**src/rtl/fir_scale_pkg.sv**
```systemverilog
// fir_scale_pkg: shared widths, shift limit, FSM encoding and clamp helper
// for the FIR output-scaler configuration sequencers.
package fir_scale_pkg;

   localparam int CFG_WIDTH = 24;
   localparam int SHIFT_MAX = 40;

   typedef enum logic [2:0] {
      S_IDLE      = 3'd0,
      S_REQ       = 3'd1,
      S_WAIT_DONE = 3'd2,
      S_FIN       = 3'd3,
      S_ERR       = 3'd4
   } state_t;

   function automatic logic isSat(input logic [CFG_WIDTH-1:0] v);
      return v > CFG_WIDTH'(SHIFT_MAX);
   endfunction

   function automatic logic [CFG_WIDTH-1:0] clampShift(input logic [CFG_WIDTH-1:0] v);
      return isSat(v) ? CFG_WIDTH'(SHIFT_MAX) : v;
   endfunction

endpackage

```
**src/rtl/fir_cfg_timer.sv**
```systemverilog
// fir_cfg_timer: load/enable attempt timer with terminal-count flag.
// tc marks the cycle whose increment reaches TIMEOUT_CYCLES-1, so request cycle plus wait spans TIMEOUT_CYCLES.
module fir_cfg_timer #(
   parameter int TIMEOUT_CYCLES = 64,
   localparam int TW = $clog2(TIMEOUT_CYCLES) + 1
) (
   input  logic CLK,
   input  logic nRST,
   input  logic load,
   input  logic en,
   output logic tc
);

   logic [TW-1:0] count;

   always_ff @(posedge CLK or negedge nRST) begin
      if (!nRST)
         count <= '0;
      else
         count <= load ? '0 : en ? count + 1'b1 : count;
   end

   assign tc = en && (count == TW'(TIMEOUT_CYCLES - 2));

endmodule

```
**src/rtl/fir_scale_cfg_seq.sv**
```systemverilog
// fir_scale_cfg_seq: host-facing config sequencer for one FIR output scaler;
// clamps shift writes, drives isConfig/Done handshake with timeout/retry, buffers one pending write.
module fir_scale_cfg_seq
   import fir_scale_pkg::*;
#(
   parameter int TIMEOUT_CYCLES = 64,
   parameter int MAX_RETRY      = 3
) (
   input  logic                 CLK,
   input  logic                 nRST,
   input  logic                 host_wr,
   input  logic [CFG_WIDTH-1:0] host_wdata,
   input  logic                 clear_err,
   output logic                 host_busy,
   output logic                 host_done,
   output logic                 host_err,
   output logic                 host_sat,
   output logic [CFG_WIDTH-1:0] active_shift,
   output logic                 cfg_req,
   output logic [CFG_WIDTH-1:0] cfg_data,
   input  logic                 cfg_ack,
   input  logic                 cfg_done
);

   localparam int RW = $clog2(MAX_RETRY + 2);

   state_t               state, nextState;
   logic [RW-1:0]        retryCnt;
   logic [CFG_WIDTH-1:0] pendData;
   logic                 pendValid;
   logic                 timerLoad, timerEn, timerTc;
   logic                 doneHit, retryHit, clearHit, consumePend, wrIdle, wrPend;
   logic                 unusedAck;

   assign unusedAck = cfg_ack;

   fir_cfg_timer #(.TIMEOUT_CYCLES(TIMEOUT_CYCLES)) uTimer (
      .CLK  (CLK),
      .nRST (nRST),
      .load (timerLoad),
      .en   (timerEn),
      .tc   (timerTc)
   );

   always_ff @(posedge CLK or negedge nRST) begin
      if (!nRST)
         state <= S_IDLE;
      else
         state <= nextState;
   end

   always_comb begin
      nextState = state;
      timerLoad = 1'b0;
      timerEn   = 1'b0;
      case (state)
         S_IDLE:      nextState = host_wr ? S_REQ : S_IDLE;
         S_REQ: begin
            timerLoad = 1'b1;
            nextState = S_WAIT_DONE;
         end
         S_WAIT_DONE: begin
            timerEn   = 1'b1;
            nextState = cfg_done ? S_FIN
                      : timerTc  ? (retryCnt < RW'(MAX_RETRY) ? S_REQ : S_ERR)
                      : S_WAIT_DONE;
         end
         S_FIN:       nextState = pendValid ? S_REQ : S_IDLE;
         S_ERR:       nextState = clear_err ? (pendValid ? S_REQ : S_IDLE) : S_ERR;
         default:     nextState = S_IDLE;
      endcase
   end

   assign doneHit     = (state == S_WAIT_DONE) && cfg_done;
   assign retryHit    = (state == S_WAIT_DONE) && !cfg_done && timerTc && (retryCnt < RW'(MAX_RETRY));
   assign clearHit    = (state == S_ERR) && clear_err;
   assign consumePend = pendValid && ((state == S_FIN) || clearHit);
   assign wrIdle      = host_wr && (state == S_IDLE);
   assign wrPend      = host_wr && (state != S_IDLE);

   // active_shift captures on the Done edge so it is visible alongside host_done in FIN
   always_ff @(posedge CLK or negedge nRST) begin
      if (!nRST) begin
         cfg_data     <= '0;
         pendData     <= '0;
         pendValid    <= 1'b0;
         host_sat     <= 1'b0;
         active_shift <= '0;
         retryCnt     <= '0;
      end else begin
         cfg_data     <= wrIdle ? clampShift(host_wdata) : consumePend ? pendData : cfg_data;
         pendData     <= wrPend ? clampShift(host_wdata) : pendData;
         pendValid    <= wrPend || (pendValid && !consumePend);
         host_sat     <= host_wr ? isSat(host_wdata) : host_sat;
         active_shift <= doneHit ? cfg_data : active_shift;
         retryCnt     <= (doneHit || clearHit) ? '0 : retryHit ? retryCnt + 1'b1 : retryCnt;
      end
   end

   assign cfg_req   = (state == S_REQ);
   assign host_done = (state == S_FIN);
   assign host_err  = (state == S_ERR);
   assign host_busy = ((state != S_IDLE) && (state != S_ERR)) || pendValid;

endmodule

```
**config.mk**
```make
export PLATFORM = sky130hd
export DESIGN_NAME = fir_scale_cfg_seq
export DESIGN_NICKNAME = d
export VERILOG_FILES = /design/src/rtl/fir_scale_pkg.sv /design/src/rtl/fir_cfg_timer.sv /design/src/rtl/fir_scale_cfg_seq.sv
export SDC_FILE = /design/constraint.sdc
export NUM_CORES = 1
export LEC_CHECK = 0
export ABC_AREA = 1
export BUFFER_PORTS_ARGS = -buffer_cell sky130_fd_sc_hd__buf_2
export CAP_MARGIN = 30
export CELL_PAD_IN_SITES_DETAIL_PLACEMENT = 0
export CELL_PAD_IN_SITES_GLOBAL_PLACEMENT = 1
export CORE_MARGIN = 1
export CORE_UTILIZATION = 39
export DETAILED_ROUTE_END_ITERATION = 12
export PLACE_DENSITY = 0.85
export SYNTH_ARGS = -nofsm -noshare
export SYNTH_HDL_FRONTEND = slang
export SYNTH_SLANG_ARGS = --single-unit
```
**constraint.sdc**
```tcl
create_clock -name CLK -period 3.7 [get_ports CLK]
set_input_delay 0.37 -clock CLK [delete_from_list [all_inputs] [get_ports CLK]]
set_output_delay 0.37 -clock CLK [all_outputs]
set_load 0.01 [all_outputs]
```
* After elaboration in Yosys (flattened, before gate mapping)
Cells that the tools add are included.
Storage, ports and cells: register bits 87, input port bits 30, output and inout port bits 53, logic and storage cells 56
Operators by class: add/sub/neg operators 2, $lt $le $gt $ge 2, eq/ne operators 6, muxes and demuxes 16, reduce and logical (&&, ||, !) cells 22
Operator list (count):
- 2-to-1 mux 24 bit | 3
- greater-than comparator 24 x 6 -> 1 bit, second input constant | 1
- 2-to-1 mux 3 bit | 6
- one-hot mux 3 bit (5 select lines) | 1
- 2-to-1 mux 7 bit | 2
- logical AND 1 bit | 11
- adder 7 x 1 -> 7 bit, second input constant | 1
- == test 7 x 6 -> 1 bit, second input constant | 1
- == test 3 x 2 -> 1 bit, second input constant | 2
- nonzero test 2 bit | 3
- logical OR 1 bit | 4
- 2-to-1 mux 1 bit | 4
- adder 3 x 1 -> 3 bit, second input constant | 1
- == test 3 x 1 -> 1 bit, second input constant | 1
- == test 3 bit, second input constant | 1
- zero test 3 bit | 1
- < comparator 3 x 2 -> 1 bit, second input constant | 1
- != test 3 bit, second input constant | 1
- nonzero test 3 bit | 1
- zero test 1 bit | 2

* Logic depth before layout (Yosys ltp)
Gate-level depths: netlist of run 1.
depth in word-level cells 7, gate-level depth with buffers 9

* Hierarchy
From an unflattened synthesis of run 1, not the netlist that was laid out.
Second synthesis, totals: cell total of the unflattened synthesis 439, area, all modules 3801.1 µm²
By module, submodules not included:
- fir_scale_cfg_seq | times used 1, cells each 387, area each 3393.3 µm², seq. area each 2001.9 µm²
- fir_cfg_timer | times used 1, cells each 52, area each 407.9 µm², seq. area each 175.2 µm²

* Least setup slack after synthesis of run 1
Ideal clock, no wire load.
kind reg2reg, from register state[0], to register uTimer.count[1], arrival time 1251 ps, required time 3574 ps, slack 2323 ps, cell stages (with the launch flop) 8, path buffers 0, period minus slack after synthesis 1377 ps, cells stage by stage dfrtp_1 -> inv_1 -> nor3_1 -> inv_1 -> nand2_1 -> inv_1 -> nand2_1 -> o21ai_0
On the way: word-level cells in the longest chain between the ends 3, elaborated cells on any way between the ends 6
RTL lines:
- start, declared | RTL line fir_scale_cfg_seq.sv:27 | state_t state, nextState;
- start signal, assigned | RTL line fir_scale_cfg_seq.sv:49 | state <= nextState;
- == test 3 x 1 -> 1 bit *
- named net cfg_req | RTL line fir_scale_cfg_seq.sv:19 | output logic cfg_req,
- 2-to-1 mux 1 bit * | RTL line fir_scale_cfg_seq.sv:56 | case (state)
- 2-to-1 mux 7 bit / nonzero test 2 bit (equally long branches)
- end signal, assigned | RTL line fir_cfg_timer.sv:20 | count <= load ? '0 : en ? count + 1'b1 : count;
- end, declared | RTL line fir_cfg_timer.sv:14 | logic [TW-1:0] count;
Mark *: on every way through the listed nets, which the timed path passes. The rest lies on a longest branch. A chain may end at the register's enable or synchronous reset.

* Worst setup path after layout of run 1
from register state[0], to register cfg_data[4]
On the way: word-level cells in the longest chain between the ends 5, elaborated cells on any way between the ends 9
RTL lines:
- == test 3 bit | RTL line fir_scale_cfg_seq.sv:76 | assign clearHit = (state == S_ERR) && clear_err;
- logical AND 1 bit | RTL line fir_scale_cfg_seq.sv:76
- logical OR 1 bit | RTL line fir_scale_cfg_seq.sv:77 | assign consumePend = pendValid && ((state == S_FIN) || clearHit);
- logical AND 1 bit | RTL line fir_scale_cfg_seq.sv:77
- nonzero test 2 bit (no line)
- end signal, assigned | RTL line fir_scale_cfg_seq.sv:91 | cfg_data <= wrIdle ? clampShift(host_wdata) : consumePend ? pendData : cfg_data;
- end, declared | RTL line fir_scale_cfg_seq.sv:20 | output logic [CFG_WIDTH-1:0] cfg_data,
Parallel ways exist; a longest one is shown, timed or not.

==> flow_metrics.env, run 1 <==
export IMPL_outcome="complete, no violations"
export IMPL_drc=0
export IMPL_end_kind="flop"
export IMPL_cp_required_ns=3.94
export IMPL_nets=559
export IMPL_cts_tree="yes"
export IMPL_synthFlopType="dfrtp_1"
export IMPL_maxCapViolations=0
export IMPL_ys_seq_area_share_pct=58.1
export IMPL_dr_total_vias=3051
export IMPL_ir_worst_vdd_mv=0.219
export IMPL_ys_seq_elements=87
export IMPL_seqPwrFrac_pct=48.2
export IMPL_final_cells=660
export IMPL_synth_cell_type_count=26
export IMPL_cts_buffers=9
export IMPL_rows=35
export IMPL_antenna_left=0
export IMPL_antenna_cells=0
export IMPL_grt_remaining_overflow=0
export IMPL_relSlewSlack_pct=57.2
export IMPL_portBuffers=81
export IMPL_swShare_pct=36.3
export IMPL_p_int_w=0.00141
export IMPL_p_leak_nw=2.41
export IMPL_htreeDepth=3
export IMPL_finalPower_w=0.00221
export IMPL_tns_ns=0
export IMPL_pwr_share_clk_pct=27.8
export IMPL_core_area_um2=9280
export IMPL_crit_fanout=26
export IMPL_wl_per_cell_um=12.2
export IMPL_async_flop_share_pct=100
export IMPL_fin_crit_sh_pct=58.4
export IMPL_grt_pass1_vias=2940
export IMPL_hold_path_class="in2reg"
export IMPL_clock_fmax_mhz=463
export IMPL_yosysTopAreaCell="dfrtp_1"
export IMPL_post_route_util_pct=48.3
export IMPL_clk_latency_ns=0.36
export IMPL_power_density_nw_per_um2=492
export IMPL_start_util_pct=40.4
export IMPL_area_growth_pct=19.7
export IMPL_grt_max_degree=69
export IMPL_hold_viol_final=0
export IMPL_synth_top_area_share_pct=58.1
export IMPL_placedCellCount=643
export IMPL_dieArea_um2=10000
export IMPL_final_area_um2=4490
export IMPL_drive_gt1_share_pct=20.0
export IMPL_antenna_found_initial=0
export IMPL_dr_pass1_iters=4
export IMPL_p_sw_w=0.000801
export IMPL_critical_path_class="reg2reg"
export IMPL_fin_skew_ns=0.0146
export IMPL_dpl_instance_area_um2=4300
export IMPL_critPathArrivalTime_ns=2.40
export IMPL_pwr_share_comb_pct=24.0
export IMPL_io_pins=83
export IMPL_die_height_um=100
export IMPL_slew_viol_final=0
export IMPL_setup_violations=0
export IMPL_hpwl_mm=5.57
export IMPL_clk_pin_slew_worst_paths_ns=0.09
export IMPL_drt_initial_drc_count=129
export IMPL_grt_pass1_wl_mm=13.6
export IMPL_track_usage_pct=17.4
export IMPL_synth_area_leaders="dfrtp_1, nand2_1, inv_1, o21ai_0, nor2_1"
export IMPL_gp_congestion=0.797
export IMPL_synthCells=444
export IMPL_startpoint_type="flop"
export IMPL_ctsRootBufferMaster="clkbuf_8"
export IMPL_drt_total_wl_mm=8.07
export IMPL_cts_num_sinks=87
export IMPL_synth_edf_count=0
export IMPL_rsz0062_at_grt="false"
export IMPL_syn_nets=477
export IMPL_die_w_um=100
export IMPL_worst_pin_slew_ns=0.640
export IMPL_vias_per_cell=4.62
export IMPL_yosys_warnings=0
export IMPL_syn_cell_area_um2=3750
export IMPL_synth_area_per_cell_um2=8.44
export IMPL_clock_path_buffers=2
export IMPL_period_minus_slack_ns=2.16
==> critical path, stage by stage (launching register included) <==
cell and delay, ns:
dfrtp_1 0.46, nor2_2 0.23, nand3_2 0.50, nand3_2 0.61
nor2_1 0.08, nor2_1 0.10, nand2_1 0.05
==> cell usage in the layout (no fill, tap or decap) <==
cell type	synthesis	layout
clkbuf_1	7	1
o21ai_0	51	51
buf_4	1	3
and2_1	1	1
buf_16	0	1
inv_6	0	3
nor2_1	52	52
nand2_1	91	91
dfrtp_1	87	87
nand2_2	1	1
ha_1	3	3
a31oi_1	2	2
nor3_1	1	1
nand3_2	2	2
nand4_1	13	13
nor3_4	1	1
a21oi_2	1	1
clkinvlp_4	0	1
dlygate4sd3_1	0	1
mux2i_1	1	1
clkbuf_8	0	9
buf_2	5	80
inv_2	1	1
nand3_1	31	31
a21oi_1	1	1
o22ai_1	1	1
clkinv_4	0	2
nor2_2	1	1
inv_1	86	86
o21ai_1	1	1
nand3b_1	1	1
==> final timing paths <==
kind                             startpoint          endpoint  slack, ns  cells past startpoint
max                                state[0]       cfg_data[4]       1.54                      6
min                                 host_wr          host_sat       0.26                      2
max reg2reg                        state[0]       cfg_data[4]       1.54                      6
min reg2reg                active_shift[21]  active_shift[21]       0.48                      2
max in group asynchronous              nRST  active_shift[12]       2.63                      3
min in group asynchronous              nRST      cfg_data[17]       0.43                      2
==> per-layer routing <==
| metal | GRT usage, % | wire length, µm | up-vias |
|---|---|---|---|
| met2 | 28.1 | 3800 | 67 |
| met3 | 3.48 | 355 | 11 |
| li1 | - | - | 1537 |
| met1 | 22.8 | 3750 | 1436 |
| met4 | 7.92 | 161 | 0 |
| met5 | 0 | 0 | - |
==> power by group through the flow <==
stage / combinational [W] / sequential [W] / clock (W)
2_1_floorplan: 0.000351 / 0.00108 / 0
3_3_place_gp: 0.000520 / 0.00108 / 0
3_5_place_dp: 0.000536 / 0.00108 / 0
4_1_cts: 0.000541 / 0.00106 / 0.000627
5_1_grt: 0.000608 / 0.00107 / 0.000666
6_report: 0.000530 / 0.00106 / 0.000614
==> cell usage after synthesis, types with 2 or more instances <==
library cell,number
o21ai_0,51
nor2_1,52
a31oi_1,2
clkbuf_1,7
nand4_1,13
nand3_2,2
nand2_1,91
dfrtp_1,87
ha_1,3
buf_2,5
inv_1,86
nand3_1,31
==> through the flow <==
stage               worst slack [ns]  hold WS (ns)
floorplan                       2.32        0.0744
global placement                1.57         0.460
detailed placement              1.51         0.278
CTS                             1.49         0.248
global route                    1.30         0.251
finish                          1.54         0.259
==> flip-flops by register name (all words and copies together), names as in the netlist <==
signal        count
pendValid         1
pendData         24
uTimer.count      7
active_shift     24
cfg_data         24
host_sat          1
state             3
retryCnt          3
==> kinds of logic (layout without fill, tap and decap cells) <==
kind of cell	Yosys count	in the layout	synth area share (%)
AO/OA/AOI/OAI	57	57	7.81
adder cells (fa/ha/maj)	3	3	1.00
buffers and inverters	101	188	10.4
flip-flops	87	87	58.1
multiplexers	1	1	0.267
AND/OR/NAND/NOR	195	195	22.4
==> layout make-up <==
type                    instances  area [µm²]
fillers                       933        4800
flip-flops and latches         87        2180
multi-input cells             256        1180
repair buffers                 85         460
inverters                      87         327
well taps                     129         161
clock buffers                  10         128
clock inverters                 6        51.3
==> timing repair <==
action                    in CTS  in global routing
hold endpoints to repair      19                  0
resized for setup              0                  0
setup buffers                  0                  0
hold buffers                   1                  0
No activity file was read; power rests on OpenSTA's default activity.
==> run 2, diff against run 1 <==
- CORE_UTILIZATION: 39 -> 36
- PLACE_DENSITY: 0.85 -> 0.83
- clock period: 3.7 -> 1.9 ns (I/O delays scaled with it)
==> run 2 against run 1 <==
Flip-flop and latch count stayed put. Sequential power is 95% higher. Critical path type unchanged. Clock-buffer cell count is 1 lower.
==> flow_metrics.env, run 2 (synthesis results as in run 1) <==
export IMPL_dieArea_um2=10800
export IMPL_reg_largest_list="active_shift: 24 flops, cfg_data: 24 flops, pendData: 24 flops"
export IMPL_final_common_cell="nand2_1"
export IMPL_cpPeakStageDelay_ns=0.46
export IMPL_die_w_um=104
export IMPL_critPathArrivalTime_ns=1.86
export IMPL_slew_viol_final=0
export IMPL_power_density_nw_per_um2=976
export IMPL_cp_num_buf_inv=1
export IMPL_vias_per_cell=4.60
export IMPL_cts_buffers=9
export IMPL_hold_viol_final=0
export IMPL_crit_fanout=18
export IMPL_track_usage_pct=16.6
export IMPL_rsz0062_at_grt="false"
export IMPL_critical_path_slowest_cell="dfrtp_1"
export IMPL_gp_congestion=0.772
export IMPL_dr_pass1_iters=5
export IMPL_core_area_um2=9950
export IMPL_period_minus_slack_ns=1.63
export IMPL_cts_tree="yes"
export IMPL_grt_pass1_vias=3050
export IMPL_antenna_cells=0
export IMPL_start_util_pct=37.7
export IMPL_final_cell_mix="nand2_1, dfrtp_1, inv_1"
export IMPL_cp_required_ns=2.13
export IMPL_drc=0
export IMPL_htreeDepth=3
export IMPL_fin_skew_ns=0.0134
export IMPL_wl_per_cell_um=12.3
export IMPL_holdWs_ns=0.0767
export IMPL_timing_rr_start="state[0]"
export IMPL_place_ws_ns=0.219
export IMPL_end_kind="flop"
export IMPL_relSlewSlack_pct=60.6
export IMPL_post_cts_buffers=0
export IMPL_clock_fmax_mhz=613
export IMPL_clock_path_buffers=2
export IMPL_cts_num_sinks=87
export IMPL_setup_violations=0
export IMPL_clk_latency_ns=0.36
export IMPL_outcome="complete, no violations"
export IMPL_drive_gt1_share_pct=21.3
export IMPL_hold_path_class="in2reg"
export IMPL_crit_family="simple AND/OR/NAND/NOR gates"
export IMPL_clk_pin_slew_worst_paths_ns=0.10
export IMPL_portBuffers=81
export IMPL_drt_initial_drc_count=132
export IMPL_dr_total_vias=3090
export IMPL_fin_crit_sh_pct=85.8
export IMPL_area_growth_pct=21.4
export IMPL_grt_remaining_overflow=0
export IMPL_min_from="host_wr"
export IMPL_ir_worst_vdd_mv=0.516
export IMPL_antenna_found_initial=0
export IMPL_final_cells=672
export IMPL_cpMostUsedCell="nand3_2"
export IMPL_maxCapViolations=0
export IMPL_antenna_left=0
export IMPL_placedCellCount=655
export IMPL_hpwl_mm=5.94
export IMPL_nets=567
export IMPL_timing_final_ws_setup_ns=0.270
export IMPL_worst_pin_slew_ns=0.592
export IMPL_startpoint_type="flop"
export IMPL_grt_max_degree=50
export IMPL_crit_start="state[0]"
export IMPL_rows=36
export IMPL_p_leak_nw=2.45
export IMPL_io_pins=83
export IMPL_crit_chain="nor2_2 > nand3_2 > nand3_2 > buf_4 > o21ai_0"
export IMPL_critical_path_class="reg2reg"
export IMPL_grt_pass1_wl_mm=14.4
export IMPL_tns_ns=0
export IMPL_ctsRootBufferMaster="clkbuf_8"
export IMPL_die_height_um=104
export IMPL_drt_total_wl_mm=8.27
## run 2: cell count changes in the layout (fill, tap and decap cells not counted), sizes merged
| cell | delta |
|---|---|
| clkinv | -1 |
| buf | +8 |
| clkbuf | -1 |
| inv | +2 |
## run 2: worst paths after layout
check,slack [ns],depth (start not counted),end
setup / recovery,0.27,5,cfg_data[20]
hold / removal,0.08,2,host_sat
setup reg to reg,0.27,5,cfg_data[20]
hold reg to reg,0.49,2,active_shift[18]
max in group asynchronous,0.88,3,cfg_data[18]
min in group asynchronous,0.37,2,active_shift[16]
## run 2: power by group
group / switching (W) / internal [W]
combinational: 0.000761 / 0.000329
clock: 0.000763 / 0.000519
sequential: 0.0000989 / 0.00197
total: 0.00162 / 0.00282
## run 2: layer usage
| layer | vias up | share of wire [%] | global-route usage (%) |
|---|---|---|---|
| met5 | - | 0 | 0 |
| li1 | 1549 | - | - |
| met2 | 58 | 49 | 27.5 |
| met1 | 1473 | 47 | 21.8 |
| met3 | 10 | 2.8 | 2.32 |
| met4 | 0 | 1.6 | 6.63 |
## run 2: metrics by stage
stage               instance area [µm²]  utilization [%]  power [W]
global placement                   4340             43.6    0.00318
CTS                                4550             45.7    0.00449
detailed placement                 4340             43.6    0.00320
global route                       4550             45.7    0.00472
finish                             4550             45.7    0.00444
floorplan                          3750                -    0.00280
## run 2: final cells by class
type | count | area [µm²]
clock buffers | 9 | 124
clock inverters | 7 | 70.1
fillers | 1004 | 5400
inverters | 87 | 327
multi-input cells | 256 | 1190
flip-flops and latches | 87 | 2180
well taps | 133 | 166
repair buffers | 93 | 500
## run 2: repair_timing
item                                   in CTS  in global routing
endpoints found under the hold margin      46                  0
gates resized for setup                     0                  1
setup endpoints to repair                   0                  3
hold buffers                                1                  0
==> run 3, diff against run 2 <==
- ABC_AREA: 1 -> not set
- CORE_UTILIZATION: 36 -> 38
- CTS_CLUSTER_SIZE: not set -> 40
==> run 3 against run 2 <==
Wire length fell by 12%. Largest power group unchanged. Global-route usage is 0.51 points lower. Non-clock buffer count up 5. Sequential power is essentially flat. Highest routed layer unchanged.
==> flow_metrics.env, run 3 <==
export IMPL_drive_gt1_share_pct=29.9
export IMPL_crit_fanout=9
export IMPL_synth_area_mux_share_pct=10.6
export IMPL_critPathArrivalTime_ns=2.01
export IMPL_synth_top_area_share_pct=60.1
export IMPL_clock_fmax_mhz=566
export IMPL_setup_violations=0
export IMPL_drt_initial_drc_count=76
export IMPL_drc=0
export IMPL_relSlewSlack_pct=69.1
export IMPL_synth_top_family_by_area="simple AND/OR/NAND/NOR gates"
export IMPL_fin_crit_sh_pct=93.0
export IMPL_post_route_util_pct=48.0
export IMPL_reg_largest_list="active_shift: 24 flops, cfg_data: 24 flops, pendData: 24 flops"
export IMPL_nets=440
export IMPL_async_flop_share_pct=100
export IMPL_dr_total_vias=2635
export IMPL_rsz0062_at_grt="false"
export IMPL_die_w_um=99.7
export IMPL_drt_total_wl_mm=7.28
export IMPL_startpoint_type="flop"
export IMPL_maxCapViolations=0
export IMPL_track_usage_pct=16.0
export IMPL_cpPeakStageDelay_ns=0.49
export IMPL_cts_num_sinks=87
export IMPL_post_cts_buffers=0
export IMPL_core_area_um2=9240
export IMPL_cp_required_ns=2.14
export IMPL_syn_cell_area_um2=3620
export IMPL_cts_buffers=9
export IMPL_cts_tree="yes"
export IMPL_yosys_warnings=0
export IMPL_antenna_found_initial=0
export IMPL_synthFlopType="dfrtp_1"
export IMPL_outcome="complete, no violations"
export IMPL_tns_ns=0
export IMPL_end_kind="flop"
export IMPL_area_growth_pct=22.5
export IMPL_ys_seq_elements=87
export IMPL_clk_latency_ns=0.36
export IMPL_synth_area_per_cell_um2=11.5
export IMPL_period_minus_slack_ns=1.77
export IMPL_synthCells=315
export IMPL_antenna_left=0
export IMPL_clock_path_buffers=2
export IMPL_final_cells=541
export IMPL_ys_top_cells_by_count="dfrtp_1, nand2_1, and2_1"
export IMPL_grt_max_degree=40
export IMPL_cts_resized=0
export IMPL_clk_pin_slew_worst_paths_ns=0.09
export IMPL_critical_path_slowest_cell="dfrtp_1"
export IMPL_synth_area_leaders="dfrtp_1, mux2_1, nand2_1, and2_1, a21oi_1"
export IMPL_yosysTopAreaCell="dfrtp_1"
export IMPL_synth_compound_area_share_pct=9.05
export IMPL_portBuffers=81
export IMPL_synthAdderAreaFrac_pct=1.04
export IMPL_holdBufCountCts=1
export IMPL_ir_worst_vdd_mv=0.384
export IMPL_wl_per_cell_um=13.5
export IMPL_placedCellCount=524
export IMPL_htreeDepth=3
export IMPL_hpwl_mm=5.32
export IMPL_antenna_cells=0
export IMPL_grt_pass1_wl_mm=12.3
export IMPL_die_height_um=99.7
export IMPL_vias_per_cell=4.87
export IMPL_hold_viol_final=0
export IMPL_gp_congestion=0.768
export IMPL_worst_pin_slew_ns=0.459
export IMPL_yosysMostFrequentCell="dfrtp_1"
export IMPL_synth_cell_type_count=43
export IMPL_synth_edf_count=0
export IMPL_hold_path_class="in2reg"
export IMPL_dieArea_um2=9930
export IMPL_io_pins=83
export IMPL_critical_path_class="reg2reg"
export IMPL_crit_chain="nor3b_2 > buf_4 > nand3_1 > or3_1 > mux2i_1"
export IMPL_synth_xor_area_share_pct=0
export IMPL_final_common_cell="dfrtp_1"
export IMPL_p_leak_nw=2.25
export IMPL_ctsRootBufferMaster="clkbuf_8"
export IMPL_dr_pass1_iters=4
export IMPL_slew_viol_final=0
export IMPL_finalPower_w=0.00425
export IMPL_final_cell_mix="dfrtp_1, buf_2, nand2_1"
export IMPL_syn_nets=348
export IMPL_rows=35
export IMPL_grt_pass1_vias=2526
export IMPL_fin_skew_ns=0.0104
export IMPL_yosys_area_share_simple_pct=15.9
export IMPL_power_density_nw_per_um2=957
export IMPL_ys_seq_area_share_pct=60.1
export IMPL_grt_remaining_overflow=0
export IMPL_start_util_pct=39.2
-- run 3: changes by cell type after synthesis, sizes merged, moves of 21 or more --
cell / change
nand2: -36
nor2: -47
mux2: +26
o21ai: -38
nand3: -28
inv: -81
and2: +21
-- run 3: through the flow --
step	hold slack (ns)	worst slack (ns)	cell area, µm²
3_3_place_gp	0.170	0.217	4250
5_1_grt	0.0890	0.0600	4440
3_5_place_dp	0.171	0.153	4250
2_1_floorplan	-0.106	0.189	3620
6_report	0.0863	0.133	4440
4_1_cts	0.0665	0.129	4440
-- run 3: cells by family after synthesis --
logic type | Yosys count
and+or+nand+nor | 114
AOI/OAI and AO/OA | 53
buffers and inverters | 23
DFF | 87
adders and majority gates | 3
muxes | 35
-- run 3: worst paths after layout --
path	start	end	slack, ns	cells past startpoint
max	state[0]	retryCnt[0]	0.13	5
min	host_wdata[1]	pendData[1]	0.09	3
max reg2reg	state[0]	retryCnt[0]	0.13	5
min reg2reg	active_shift[12]	active_shift[12]	0.48	1
max in group asynchronous	nRST	uTimer.count[2]	0.98	3
min in group asynchronous	nRST	active_shift[15]	0.32	2
-- run 3: final cells by class --
cell class                      count  area, µm²
Fill cell                         868       4800
Sequential cell                    87       2180
Multi-Input combinational cell    205       1330
Timing Repair Buffer               98        563
Tap cell                          129        161
Clock buffer                       11        141
Clock inverter                      5       41.3
Inverter                            6       22.5
-- run 3: power breakdown --
part	internal [W]	total [W]	switching, W
clock network	0.000520	0.00119	0.000672
registers	0.00193	0.00204	0.000114
logic	0.000410	0.00101	0.000601
total	0.00286	0.00425	0.00139
-- run 3: routing by layer --
layer	vias up	GRT usage, %	part of all wire, %	wire length, µm
met3	11	4.01	4.4	323
met2	70	25.3	47	3410
met4	0	6.00	1.5	108
met5	-	0	0	0
li1	1270	-	-	-
met1	1284	21.4	47	3440
-- run 3: critical path, delay by kind of cell (launching register included) --
family                 cells  cell delay, ns
multiplexers               1            0.15
flip-flops                 1            0.49
AND/OR/NAND/NOR            3            0.84
buffers and inverters      1            0.17
